File: src/rtl/shift_arbiter.sv
// shift_arbiter
//   Two-requester arbiter in front of a single 32-bit left shifter. A granted
//   request is shifted combinationally and the result is registered into
//   rsp_data, where it stays until its owner consumes it. A new request may be
//   accepted in the same cycle the held result is consumed, so back-to-back
//   traffic sustains one operation per cycle.
//
// Parameters
//   RR_EN        1 = round-robin between contending requesters,
//                0 = fixed priority, requester 0 highest
// Ports
//   clock        sole clock, rising edge
//   reset        asynchronous, active-low (0 = in reset)
//   reqN_valid   requester N has a shift operation pending
//   reqN_data    operand to shift left
//   reqN_amt     left-shift amount 0..31
//   reqN_ready   request N accepted this cycle (with reqN_valid)
//   rspN_valid   result held for requester N
//   rspN_ready   requester N consumes its result
//   rsp_data     registered shift result shared by both requesters
//   busy         a result is currently held
module shift_arbiter #(
    parameter bit RR_EN = 1'b1
) (
    input  logic        clock,
    input  logic        reset,
    input  logic        req0_valid,
    input  logic        req1_valid,
    input  logic [31:0] req0_data,
    input  logic [31:0] req1_data,
    input  logic [4:0]  req0_amt,
    input  logic [4:0]  req1_amt,
    output logic        req0_ready,
    output logic        req1_ready,
    output logic        rsp0_valid,
    output logic        rsp1_valid,
    input  logic        rsp0_ready,
    input  logic        rsp1_ready,
    output logic [31:0] rsp_data,
    output logic        busy
);

    typedef enum logic {
        IDLE = 1'b0,
        RESP = 1'b1
    } state_t;

    state_t      state;
    state_t      state_next;
    logic        owner;
    logic        last_grant;
    logic        consume;
    logic        can_accept;
    logic        grant;
    logic        accept;
    logic [31:0] sel_data;
    logic [4:0]  sel_amt;
    logic [31:0] shifted;

    // Arbitration and next-state. The reset term keeps both ready outputs low
    // while reset is held, since IDLE alone would otherwise grant.
    always_comb begin
        consume    = 1'b0;
        can_accept = 1'b0;
        grant      = 1'b0;
        accept     = 1'b0;
        req0_ready = 1'b0;
        req1_ready = 1'b0;
        state_next = state;

        consume    = (state == RESP) && (owner ? rsp1_ready : rsp0_ready);
        can_accept = reset && ((state == IDLE) || consume);

        // A lone requester always wins; contention uses the configured policy.
        if (req0_valid && req1_valid) begin
            grant = RR_EN ? ~last_grant : 1'b0;
        end else begin
            grant = req1_valid;
        end

        accept     = can_accept && (req0_valid || req1_valid);
        req0_ready = accept && !grant;
        req1_ready = accept && grant;

        if (accept) begin
            state_next = RESP;
        end else if (consume) begin
            state_next = IDLE;
        end
    end

    // Single shared shifter fed by the granted requester's operands.
    always_comb begin
        sel_data = grant ? req1_data : req0_data;
        sel_amt  = grant ? req1_amt  : req0_amt;
        shifted  = sel_data << sel_amt;
    end

    // State register.
    always_ff @(posedge clock or negedge reset) begin
        if (!reset) begin
            state <= IDLE;
        end else begin
            state <= state_next;
        end
    end

    // Result, owner and round-robin history. last_grant resets to 1 so the
    // first contested grant goes to requester 0.
    always_ff @(posedge clock or negedge reset) begin
        if (!reset) begin
            rsp_data   <= 32'd0;
            owner      <= 1'b0;
            last_grant <= 1'b1;
        end else if (accept) begin
            rsp_data   <= shifted;
            owner      <= grant;
            last_grant <= grant;
        end
    end

    always_comb begin
        busy       = (state == RESP);
        rsp0_valid = busy && !owner;
        rsp1_valid = busy && owner;
    end

endmodule

File: config.mk
export PLATFORM = sky130hd
export DESIGN_NAME = shift_arbiter
export DESIGN_NICKNAME = d
export VERILOG_FILES = /design/src/rtl/shift_arbiter.sv
export SDC_FILE = /design/constraint.sdc
export NUM_CORES = 1
export LEC_CHECK = 0
export BUFFER_PORTS_ARGS = -buffer_cell sky130_fd_sc_hd__clkbuf_2
export CORE_ASPECT_RATIO = 0.6
export CORE_MARGIN = 8
export CORE_UTILIZATION = 40
export DETAILED_ROUTE_END_ITERATION = 10
export SYNTH_ARGS = -nofsm -noshare
export SYNTH_HDL_FRONTEND = slang
export SYNTH_SLANG_ARGS = --single-unit
File: constraint.sdc
create_clock -name clock -period 4.1 [get_ports clock]
set_input_delay 1.23 -clock clock [delete_from_list [all_inputs] [get_ports clock]]
set_output_delay 1.23 -clock clock [all_outputs]
set_load 0.1 [all_outputs]
# Word-level counts from Yosys, hierarchy flattened
# Cells that the tools add are included.
dict set report word_totals {
  mem_count 0
  mem_bits_ro 0
  word_cells 26
  ramBits 0
  reg_bits 35
  latchBits 0
}
dict set report op_classes {
  eq_ne 0
  n_reduce_logical 13
  n_shift 1
  addsub 0
  mul 0
  div 0
  n_bitwise 2
  mux 6
  magnitude_cmp 0
}
# op n
set ops {}
lappend ops {{32-bit two-way mux} 1}
lappend ops {{32-bit by 5-bit << shifter with 32-bit output} 1}
lappend ops {{1-bit logical AND} 8}
lappend ops {{5-bit two-way mux} 1}
lappend ops {{1-bit two-way mux} 4}
lappend ops {{1-bit logical NOT} 2}
lappend ops {{1-bit logical OR} 2}
lappend ops {{1-bit inverter} 2}
lappend ops {{2-bit nonzero test} 1}

# Longest topological paths before layout
dict set report depth {
  ltp_word 6
  ltp_mapped 10
  ltp_nobuf 6
}

# Worst setup path after synthesis
# No wires, ideal clock.
dict set report synth_path {
  kind {input port to output port}
  from {input port rsp1_ready}
  to {output port req0_ready}
  t_arrival_ns 3.538
  path_buffers 3
  path_stages 6
  slack_ns -0.668
  cell_sequence {mux2i_1 > a211o_1 > clkbuf_1 > clkbuf_1 > buf_1 > nor2_1}
}
dict set report synth_via {
  elab_chain_cells 6
}
# item line_no
set synth_lines {}
lappend synth_lines {{start, declared} 38} ;# input logic rsp1_ready,
lappend synth_lines {{1-bit two-way mux} 71} ;# consume = (state == RESP) && (owner ? rsp1_ready : rsp0_ready);
lappend synth_lines {{1-bit logical AND} 71}
lappend synth_lines {{1-bit logical OR} 72} ;# can_accept = reset && ((state == IDLE) || consume);
lappend synth_lines {{1-bit logical AND} 72}
lappend synth_lines {{1-bit logical AND} 81} ;# accept = can_accept && (req0_valid || req1_valid);
lappend synth_lines {{1-bit logical AND} 82} ;# req0_ready = accept && !grant;
lappend synth_lines {{end, declared} 33} ;# output logic req0_ready,
# Every way passes these cells.

# Worst setup path after layout
dict set report layout_path {
  from {input port req0_valid}
  to {register rsp_data[15]}
}
dict set report layout_via {
  elab_chain_cells 4
  elab_cells_between_ends 7
  classes_between {shift: 1; mux: 3; reduce/logical: 3}
}
# item line_no
set layout_lines {}
lappend layout_lines {{start, declared} 27} ;# input logic req0_valid,
lappend layout_lines {{1-bit logical AND} 75} ;# if (req0_valid && req1_valid) begin
lappend layout_lines {{1-bit two-way mux} 75}
lappend layout_lines {{32-bit two-way mux / 5-bit two-way mux (equally long branches)} {94, 95}}
lappend layout_lines {{32-bit by 5-bit << shifter with 32-bit output} 96} ;# shifted = sel_data << sel_amt;
lappend layout_lines {{end signal, assigned} 116} ;# rsp_data <= shifted;
lappend layout_lines {{end, declared} 39} ;# output logic [31:0] rsp_data,
# Several ways; a longest one is shown, not always the timed one.
# A chain may end at the register's enable or synchronous reset.

==> impl_metrics.py <==
metrics = {
    "run_status": {
        "status": "finished, final reports clean",
    },
    "detailed_routing": {
        "drt-initial-drc-count": 430,
        "route.detailed.drc": 0,
        "ant_nets": 0,
        "dr.pass1.iters": 5,
        "routedWlPerCell_um": 21.8,
        "vias_per_cell": 6.03,
        "finalWirelength_um": 15000,
        "num_vias": 4162,
    },
    "global_routing": {
        "grt_util_met1": 0.319,
        "grt_pass1_wl_um": 23700,
        "grt-busiest-layer": "met2",
        "met3_usage": 0.0586,
        "use_met2": 0.338,
        "grt_max_degree": 51,
        "antenna_found_initial": 0,
        "gr-total-overflow": 0,
        "grt_use_total": 0.224,
        "grt_pass1_vias": 4249,
    },
    "floorplanning": {
        "start_util": 0.405,
        "ios": 117,
        "core.rowCount": 28,
        "dieArea_um2": 13400,
        "fp.dieH_um": 92.9,
        "die_w_um": 144,
        "core_um2": 9740,
    },
    "finish": {
        "fillers": 980,
        "n_antenna_cell": 0,
        "final_nets": 634,
        "synthToLayoutAreaGrowth_pct": 23.3,
        "finish.utilization": 0.499,
        "drive_above_1_share": 0.323,
    },
    "worst_setup_path": {
        "criticalPathCategory": "in -> reg",
        "reg2reg_depth": 7,
        "crit_path_end_kind": "register",
        "cp_slowest_stage_delay_ns": 0.61,
        "setup.worst_path.start_class": "primary input",
        "r2r_end": "rsp_data[19]$_DFFE_PN0P_",
        "required_ns": 4.25,
        "crit-reg2reg-launch": "last_grant$_DFFE_PN1P_",
        "crit_start": "req0_valid",
        "critPathArrivalTime_ns": 3.56,
        "reg2reg_slack_ns": 1.32,
        "crit_chain": "clkbuf_2, a21boi_4, mux2_2, o211ai_1, mux2i_1, o22ai_1, o21ai_0",
        "cp_max_fo": 27,
        "critPathSlowestCell": "mux2_2",
        "cp-endpoint": "rsp_data[15]$_DFFE_PN0P_",
    },
    "power_and_ir_drop": {
        "p_per_area_nw_per_um2": 506,
        "irDropWorstVdd_mv": 0.412,
        "p_leak_uw": 0.00237,
    },
    "timing": {
        "setup_violations": 0,
        "rsz0062_at_grt": "false",
        "clock_skew_ns": 0.00204,
        "fmax_ghz": 0.293,
        "worst_pin_slew_ns": 0.670,
        "post-route-period-util": 0.832,
        "hold_violations": 0,
        "maxSlewHeadroom": 0.552,
        "finalSetupTns_ns": 0,
        "maxSlewViolCount": 0,
        "fin_crit_ns": 3.41,
    },
    "yosys": {
        "postSynth.asyncResetShare": 1.00,
        "synth_warnings": 0,
        "seq_area_frac_synth": 0.222,
        "syn_inst": 451,
        "synth_edf_count": 0,
        "syn-cell-area_um2": 3950,
        "synthDistinctLibCells": 51,
        "ys_seq_elements": 35,
        "syn_avg_cell_area_um2": 8.75,
        "synth_fp_nets": 531,
        "synth-main-ff-cell": "dfrtp_1",
        "synth_top_area_frac": 0.279,
        "yosysTopAreaCell": "mux2i_1",
        "netlist_top_cells_area": "mux2i_1 28%, dfrtp_1 22%, mux4_2 5.1%",
    },
    "place": {
        "gp_congestion": 0.950,
        "io_buffer_count": 116,
        "place_hpwl_um": 12100,
    },
    "cts": {
        "clock-sinks": 35,
        "numCtsBuffers": 5,
        "holdBufCountCts": 0,
        "post-cts-setup-buffers": 0,
        "clk_pin_slew_ns": 0.05,
        "ctsLongestPathBuffers": 2,
        "cts_root_buf": "clkbuf_16",
        "cts_tree": "built",
        "cts-resized-gates": 0,
        "clk-insertion-delay-late_ns": 0.28,
        "htreeDepth": 2,
    },
    "job": {
        "cap_violations": 0,
    },
    "min_path": {
        "hp-class": "reg -> reg",
        "worst_hold_path.num_cells": 2,
        "hp-start": "rsp_data[10]$_DFFE_PN0P_",
    },
}
sequential cells by signal, summed over array words and instances (netlist names):
name,cells
busy,1
owner,1
rsp_data,32
last_grant,1
where the power goes:
part	leakage, uW	total, uW	switching (uW)	internal [uW]
sequential	0.000450	514	70.2	443
combinational	0.00184	1550	1190	359
clock	0.0000772	399	141	259
placed cells by master (no fill, tap or decap), drive strengths merged, types with 2 or more instances in the layout:
| cell type | netlist | routed |
|---|---|---|
| mux2i | 111 | 111 |
| o211ai | 16 | 16 |
| a222oi | 2 | 2 |
| a22o | 6 | 6 |
| mux2 | 12 | 12 |
| nand2b | 3 | 3 |
| nand4 | 3 | 3 |
| clkbuf | 13 | 122 |
| or3 | 4 | 4 |
| mux4 | 9 | 9 |
| nor3b | 2 | 2 |
| nand3 | 23 | 23 |
| a211o | 3 | 3 |
| o21ai | 26 | 26 |
| nor2 | 24 | 24 |
| a22oi | 9 | 9 |
| nor2b | 3 | 3 |
| a31oi | 2 | 2 |
| buf | 28 | 23 |
| nand2 | 53 | 53 |
| dfrtp | 34 | 34 |
| o221a | 2 | 2 |
| a21oi | 9 | 9 |
| a21o | 3 | 3 |
| nor3 | 16 | 16 |
| a211oi | 6 | 6 |
| o31ai | 3 | 3 |
| a32oi | 5 | 5 |
| inv | 2 | 2 |
| a221o | 4 | 4 |
| o22ai | 3 | 3 |
| nand3b | 2 | 2 |
cell usage after synthesis, drive strengths merged (3+ instances only):
cell type,count
a221o,4
a22oi,9
nand3,23
nand4,3
a211oi,6
a32oi,5
nor2,24
nor3,16
nor2b,3
dfrtp,34
a21o,3
o211ai,16
o22ai,3
a22o,6
a21oi,9
o31ai,3
nand2b,3
nand2,53
mux2,12
mux4,9
a211o,3
mux2i,111
or3,4
o21ai,26
clkbuf,13
buf,28
worst min-delay path by stage:
stage,slack (ns),to
after detailed placement,0.48,rsp_data[10]$_DFFE_PN0P_
after floorplan,0.50,last_grant$_DFFE_PN1P_
final,0.48,rsp_data[10]$_DFFE_PN0P_
after global placement,0.47,rsp_data[2]$_DFFE_PN0P_
after CTS,0.49,rsp_data[10]$_DFFE_PN0P_
after global routing,0.50,rsp_data[2]$_DFFE_PN0P_
worst max-delay path, delay by kind of cell:
kind / cells / cell delay, ns
compound gates: 4 / 1.29
mux: 2 / 0.91
buf+inv: 1 / 0.12
routing by layer:
layer | routed length, um | up-vias
met2 | 6440 | 212
met5 | 0 | -
met1 | 6940 | 2006
met3 | 1500 | 12
met4 | 129 | 0
li1 | - | 1932
layout make-up:
| type | count | area [um^2] | share of cell area |
|---|---|---|---|
| Timing Repair Buffer | 137 | 781 | 0.160 |
| Tap cell | 135 | 169 | 0.0347 |
| Sequential cell | 35 | 877 | 0.180 |
| Clock buffer | 8 | 156 | 0.0322 |
| Inverter | 2 | 7.51 | 0.00154 |
| Multi-Input combinational cell | 373 | 2870 | 0.591 |
through the flow:
step	power, uW	instances	instance area [um^2]	hold WS, ns	setup slack, ns
floorplan	1700	451	3960	0.501	0.0761
global placement	2050	682	4710	0.469	0.523
detailed placement	2060	682	4710	0.475	0.493
CTS	2460	690	4860	0.487	0.787
global route	2570	690	4860	0.504	0.635
finish	2460	690	4860	0.483	0.691
cell families (layout without fill, tap and decap cells):
family | after synthesis | count (layout) | synth area share
and+or+nand+nor | 136 | 136 | 0.159
muxes | 132 | 132 | 0.369
AOI/OAI and AO/OA | 105 | 105 | 0.191
buffers and inverters | 43 | 147 | 0.0590
DFF | 35 | 35 | 0.222
Power figures use the tool's default switching activity.
